==> src/rtl/mult_share_arbiter.sv <==
// mult_share_arbiter: round-robin sharing of one 32x32 multiplier between
// NUM_REQ requesters. One operation in flight; operands and result registered;
// the result is routed back to the requester that issued it.
// Optional statistics counters are built when MULT_ARB_STATS_EN is defined.
module mult_share_arbiter #(
    parameter int NUM_REQ = 2,
    parameter int CNT_W   = 16,
    localparam int OW     = (NUM_REQ > 1) ? $clog2(NUM_REQ) : 1
) (
    input  logic                    clk,
    input  logic                    rst_n,
    input  logic [NUM_REQ-1:0]      req_valid_i,
    output logic [NUM_REQ-1:0]      req_ready_o,
    input  logic [NUM_REQ*32-1:0]   req_a_i,
    input  logic [NUM_REQ*32-1:0]   req_b_i,
    input  logic [NUM_REQ*2-1:0]    req_op_i,
    output logic [NUM_REQ-1:0]      rsp_valid_o,
    input  logic [NUM_REQ-1:0]      rsp_ready_i,
    output logic [63:0]             rsp_result_o,
    output logic [31:0]             mul_a_o,
    output logic [31:0]             mul_b_o,
    output logic [1:0]              mul_op_sel_o,
    output logic                    mul_in_valid_o,
    input  logic                    mul_in_ready_i,
    input  logic                    mul_out_valid_i,
    output logic                    mul_out_ready_o,
    input  logic [63:0]             mul_result_i,
    output logic                    busy_o,
    output logic [OW-1:0]           owner_o
`ifdef MULT_ARB_STATS_EN
    ,
    output logic [NUM_REQ*CNT_W-1:0] grant_cnt_o,
    output logic [CNT_W-1:0]         busy_cnt_o
`endif
);

    localparam logic [1:0] S_IDLE  = 2'd0;
    localparam logic [1:0] S_ISSUE = 2'd1;
    localparam logic [1:0] S_WAIT  = 2'd2;
    localparam logic [1:0] S_RESP  = 2'd3;

    logic [1:0]              r_state;
    logic [OW-1:0]           r_owner;
    logic [OW-1:0]           r_last_grant;
    logic [31:0]             r_a;
    logic [31:0]             r_b;
    logic [1:0]              r_op;
    logic [63:0]             r_result;

    logic [NUM_REQ-1:0][31:0] w_a;
    logic [NUM_REQ-1:0][31:0] w_b;
    logic [NUM_REQ-1:0][1:0]  w_op;
    logic                     w_any;
    logic [OW-1:0]            w_gnt;
    logic                     w_accept;

    assign w_a  = req_a_i;
    assign w_b  = req_b_i;
    assign w_op = req_op_i;

    // Round-robin pick: first valid requester after the last grant, with wrap.
    always_comb begin
        int w_idx;
        w_any = 1'b0;
        w_gnt = '0;
        w_idx = 0;
        for (int k = 1; k <= NUM_REQ; k++) begin
            w_idx = int'(r_last_grant) + k;
            if (w_idx >= NUM_REQ) w_idx = w_idx - NUM_REQ;
            if (!w_any && req_valid_i[OW'(w_idx)]) begin
                w_any = 1'b1;
                w_gnt = OW'(w_idx);
            end
        end
    end

    assign w_accept = (r_state == S_IDLE) && w_any;

    // Grant is combinational in IDLE; forced low while reset is held.
    always_comb begin
        req_ready_o = '0;
        if (w_accept && rst_n) req_ready_o[w_gnt] = 1'b1;
    end

    // Result valid goes only to the requester that owns the operation.
    always_comb begin
        rsp_valid_o = '0;
        if (r_state == S_RESP) rsp_valid_o[r_owner] = 1'b1;
    end

    assign rsp_result_o    = r_result;
    assign mul_a_o         = r_a;
    assign mul_b_o         = r_b;
    assign mul_op_sel_o    = r_op;
    assign mul_in_valid_o  = (r_state == S_ISSUE);
    assign mul_out_ready_o = (r_state == S_WAIT);
    assign busy_o          = (r_state != S_IDLE);
    assign owner_o         = r_owner;

    // Control FSM with operand capture on grant and result capture from the multiplier.
    always_ff @(posedge clk or negedge rst_n) begin
        if (!rst_n) begin
            r_state      <= S_IDLE;
            r_owner      <= '0;
            r_last_grant <= OW'(NUM_REQ - 1);
            r_a          <= '0;
            r_b          <= '0;
            r_op         <= '0;
            r_result     <= '0;
        end else begin
            case (r_state)
                S_IDLE: begin
                    if (w_any) begin
                        r_a          <= w_a[w_gnt];
                        r_b          <= w_b[w_gnt];
                        r_op         <= w_op[w_gnt];
                        r_owner      <= w_gnt;
                        r_last_grant <= w_gnt;
                        r_state      <= S_ISSUE;
                    end
                end
                S_ISSUE: if (mul_in_ready_i) r_state <= S_WAIT;
                S_WAIT: begin
                    if (mul_out_valid_i) begin
                        r_result <= mul_result_i;
                        r_state  <= S_RESP;
                    end
                end
                default: if (rsp_ready_i[r_owner]) r_state <= S_IDLE;
            endcase
        end
    end

`ifdef MULT_ARB_STATS_EN
    logic [NUM_REQ-1:0][CNT_W-1:0] r_gcnt;
    logic [CNT_W-1:0]              r_busy_cnt;

    // Saturating per-requester grant counters and busy-cycle counter.
    always_ff @(posedge clk or negedge rst_n) begin
        if (!rst_n) begin
            r_gcnt     <= '0;
            r_busy_cnt <= '0;
        end else begin
            if (w_accept && (r_gcnt[w_gnt] != {CNT_W{1'b1}}))
                r_gcnt[w_gnt] <= r_gcnt[w_gnt] + 1'b1;
            if (busy_o && (r_busy_cnt != {CNT_W{1'b1}}))
                r_busy_cnt <= r_busy_cnt + 1'b1;
        end
    end

    assign grant_cnt_o = r_gcnt;
    assign busy_cnt_o  = r_busy_cnt;
`endif

endmodule

==> config.mk <==
export PLATFORM = sky130hd
export DESIGN_NAME = mult_share_arbiter
export DESIGN_NICKNAME = d
export VERILOG_FILES = /design/src/rtl/mult_share_arbiter.sv
export SDC_FILE = /design/constraint.sdc
export NUM_CORES = 1
export LEC_CHECK = 0
export BUFFER_PORTS_ARGS = -buffer_cell sky130_fd_sc_hd__buf_2
export CORE_AREA = 8 8 128 130
export DETAILED_ROUTE_END_ITERATION = 8
export DIE_AREA = 0 0 136 138
export PLACE_DENSITY = 0.71
export SLEW_MARGIN = 20
export SYNTH_ARGS = -nofsm -noshare
export SYNTH_HDL_FRONTEND = slang
export SYNTH_SLANG_ARGS = --single-unit
==> constraint.sdc <==
create_clock -name clk -period 1.85 [get_ports clk]
set_input_delay 0.2775 -clock clk [delete_from_list [all_inputs] [get_ports clk]]
set_output_delay 0.2775 -clock clk [all_outputs]
set_load 0.005 [all_outputs]
==> run metrics <==
via count 4659; status complete, but fails checks; Worst Hold Class input port to async pin; CP Capture Type output port; Stages on worst setup path 5; gpl congestion 0.751; Final WS setup 0.0717 ns; antenna cells 0; Final setup viols 0; min cycle time layout 1.78 ns; Synth cell types 21; Final Cycle Share 0.961; crit-path max cell delay 0.38 ns; largest net degree at the start of global routing 135; drt pass-1 iters 4; post-DP HPWL 13300 microns; drt wl/cell 16.7 microns; Rel. slew slack 0.492; Max VDD drop 0.000693 V; Cell Area, Synth 5660 sq um; CTS tree done; max-cap violations 0; cts bufs inserted 17; port bufs 340; syn_nets 663; Synth Instances 453; Final ANT Viol Nets 0; Reg clk slew, reported paths 0.05 ns; first-pass GRT wire length 25700 microns; Cell Rows 44; Min Hold Slack -0.0626 ns; clock skew 0.00646 ns; WP data arrival 1.50 ns; Final Hold Viols 31; Worst EP required 1.57 ns; initial antenna violation count 0; GRT Overall Usage 0.175; DRC Markers 0; final core utilization 0.580; Synth Warn # 0; failing checks negative hold slack; fin nets 1011; drt total wl 16700 microns; cells on worst reg2reg path 7; crit-path max FO 4; Root Buffer clkbuf_16; DP Worst Slack 0.110 ns; post-DR vias/cell 4.67; Clock Path Buffers 2; final max-slew violation count 0; critical path, cell by cell inv_2, ha_4, and2_4, and3_1, buf_2; Lkg Pwr 4.47 nW; H-Tree Depth 4; Die ar. 18800 sq um; # clock sinks 134; Slew @ Worst Pin 0.762 ns; Setup CP Type flip-flop to output port; CP bufs+invs 2; layout cells sized above 1 0.566; io pins 342; DIE HEIGHT 138 microns; core area 14300 sq um; startpoint type of the worst setup path flip-flop; total power 0.0140 W; worst skew pair latency 0.41 ns; Area Growth Syn to Fin 46.7%; Syn Area/Cell 12.5 sq um; Starting DRT DRC Count 109; vias in the first global route 4966; P per Cell Area 1680 nW/um^2; Top Family by Delay on Critical Path flip-flops; grt ovf 0; Crit-path slowest cell dfrtp_1; Max Freq 562 MHz; synthesized flop and latch total 134; post-synthesis sequential area ratio 0.592; Die Span X 136 microns; Starting Density 0.396
## synthesized netlist by cell type (all sizes together)
library cell | instances | area share
and2 | 2 | 0.0024
ha | 6 | 0.013
nor2 | 2 | 0.0013
and3 | 1 | 0.0011
clkbuf | 7 | 0.0046
nor2b | 1 | 0.0011
o21ai | 67 | 0.059
o22ai | 1 | 0.0011
xnor2 | 1 | 0.0015
buf | 21 | 0.019
mux2 | 65 | 0.13
and2b | 1 | 0.0015
mux2i | 67 | 0.12
dfrtp | 133 | 0.59
dfstp | 1 | 0.0046
nand2 | 70 | 0.046
a2111oi | 1 | 0.0018
inv | 5 | 0.0033
a211o | 1 | 0.0018
## layer usage
layer,vias to the layer above,global-route usage,part of all wire
met5,-,0,0
met1,2166,0.189,0.38
met4,0,0.0619,0.016
li1,2265,-,-
met2,208,0.305,0.50
met3,20,0.0649,0.097
## through the flow
| stage | cells | TNS [ns] | cell area (sq um) | hold WS, ns |
|---|---|---|---|---|
| finish | 998 | 0 | 8310 | -0.0626 |
| global route | 998 | -0.00869 | 8310 | 0.0396 |
| CTS | 996 | 0 | 8290 | 0.0349 |
| detailed placement | 962 | 0 | 7650 | 0.465 |
| global placement | 962 | 0 | 7650 | 0.457 |
| floorplan | 453 | 0 | 5660 | -0.0181 |
## what timing repair did
action                                 CTS  global route
hold buffers                             0             0
endpoints found under the hold margin    0             0
buffers inserted                         2             2
gates resized for setup                  3             2
setup endpoints to repair                2             2
## where the power goes
part           leakage, nW  internal, W  total [W]  switching, W
clock network        0.281      0.00210    0.00332       0.00121
logic                 2.56      0.00297    0.00557       0.00260
registers             1.63      0.00439    0.00507      0.000679
## flip-flops by register name (all words and copies together) (netlist names)
register,flops
owner_o,1
mul_b_o,32
mul_a_o,32
rsp_result_o,64
r_last_grant,1
r_state,2
mul_op_sel_o,2
## worst paths after layout
kind | startpoint | endpoint | slack, ns
max in group asynchronous | rst_n | rsp_result_o[8]$_DFFE_PN0P_ | 1.30
setup / recovery | r_state[0]$_DFFE_PN0P_ | req_ready_o[0] | 0.07
hold reg to reg | mul_b_o[13]$_DFFE_PN0P_ | mul_b_o[13]$_DFFE_PN0P_ | 0.47
setup reg to reg | r_state[0]$_DFFE_PN0P_ | r_state[1]$_DFFE_PN0P_ | 0.14
hold / removal | rst_n | mul_a_o[24]$_DFFE_PN0P_ | -0.06
min in group clk | mul_result_i[26] | rsp_result_o[26]$_DFFE_PN0P_ | 0.10
## cell families (layout without fill, tap and decap cells)
family / Yosys count / count (layout) / share of synthesized area
AO/OA/AOI/OAI: 70 / 70 / 0.0639
XOR/XNOR: 1 / 1 / 0.00155
adder cells (fa/ha/maj): 6 / 6 / 0.0133
buffers and inverters: 33 / 394 / 0.0265
flip-flops: 134 / 134 / 0.592
multiplexers: 132 / 132 / 0.248
AND/OR/NAND/NOR: 77 / 77 / 0.0539
## cell usage in the layout, fill, tap and decap left out, types with 2 or more instances in the layout
master	instances
inv_2	2
buf_12	7
mux2i_1	67
clkbuf_8	3
dfrtp_1	133
inv_6	2
mux2_2	64
ha_1	5
o21ai_0	67
buf_2	339
nand2_1	68
bufinv_16	2
clkbuf_1	3
buf_4	10
clkinvlp_4	3
nor2_1	2
clkinv_4	2
clkbuf_16	17
inv_1	3
## layout make-up
type | count | area [sq um]
Clock inverter | 9 | 118
Fill cell | 1262 | 6010
Inverter | 5 | 18.8
Timing Repair Buffer | 357 | 1920
Clock buffer | 23 | 478
Sequential cell | 134 | 3360
Multi-Input combinational cell | 286 | 2180
Tap cell | 184 | 230
(Power assumes the default switching activity.)
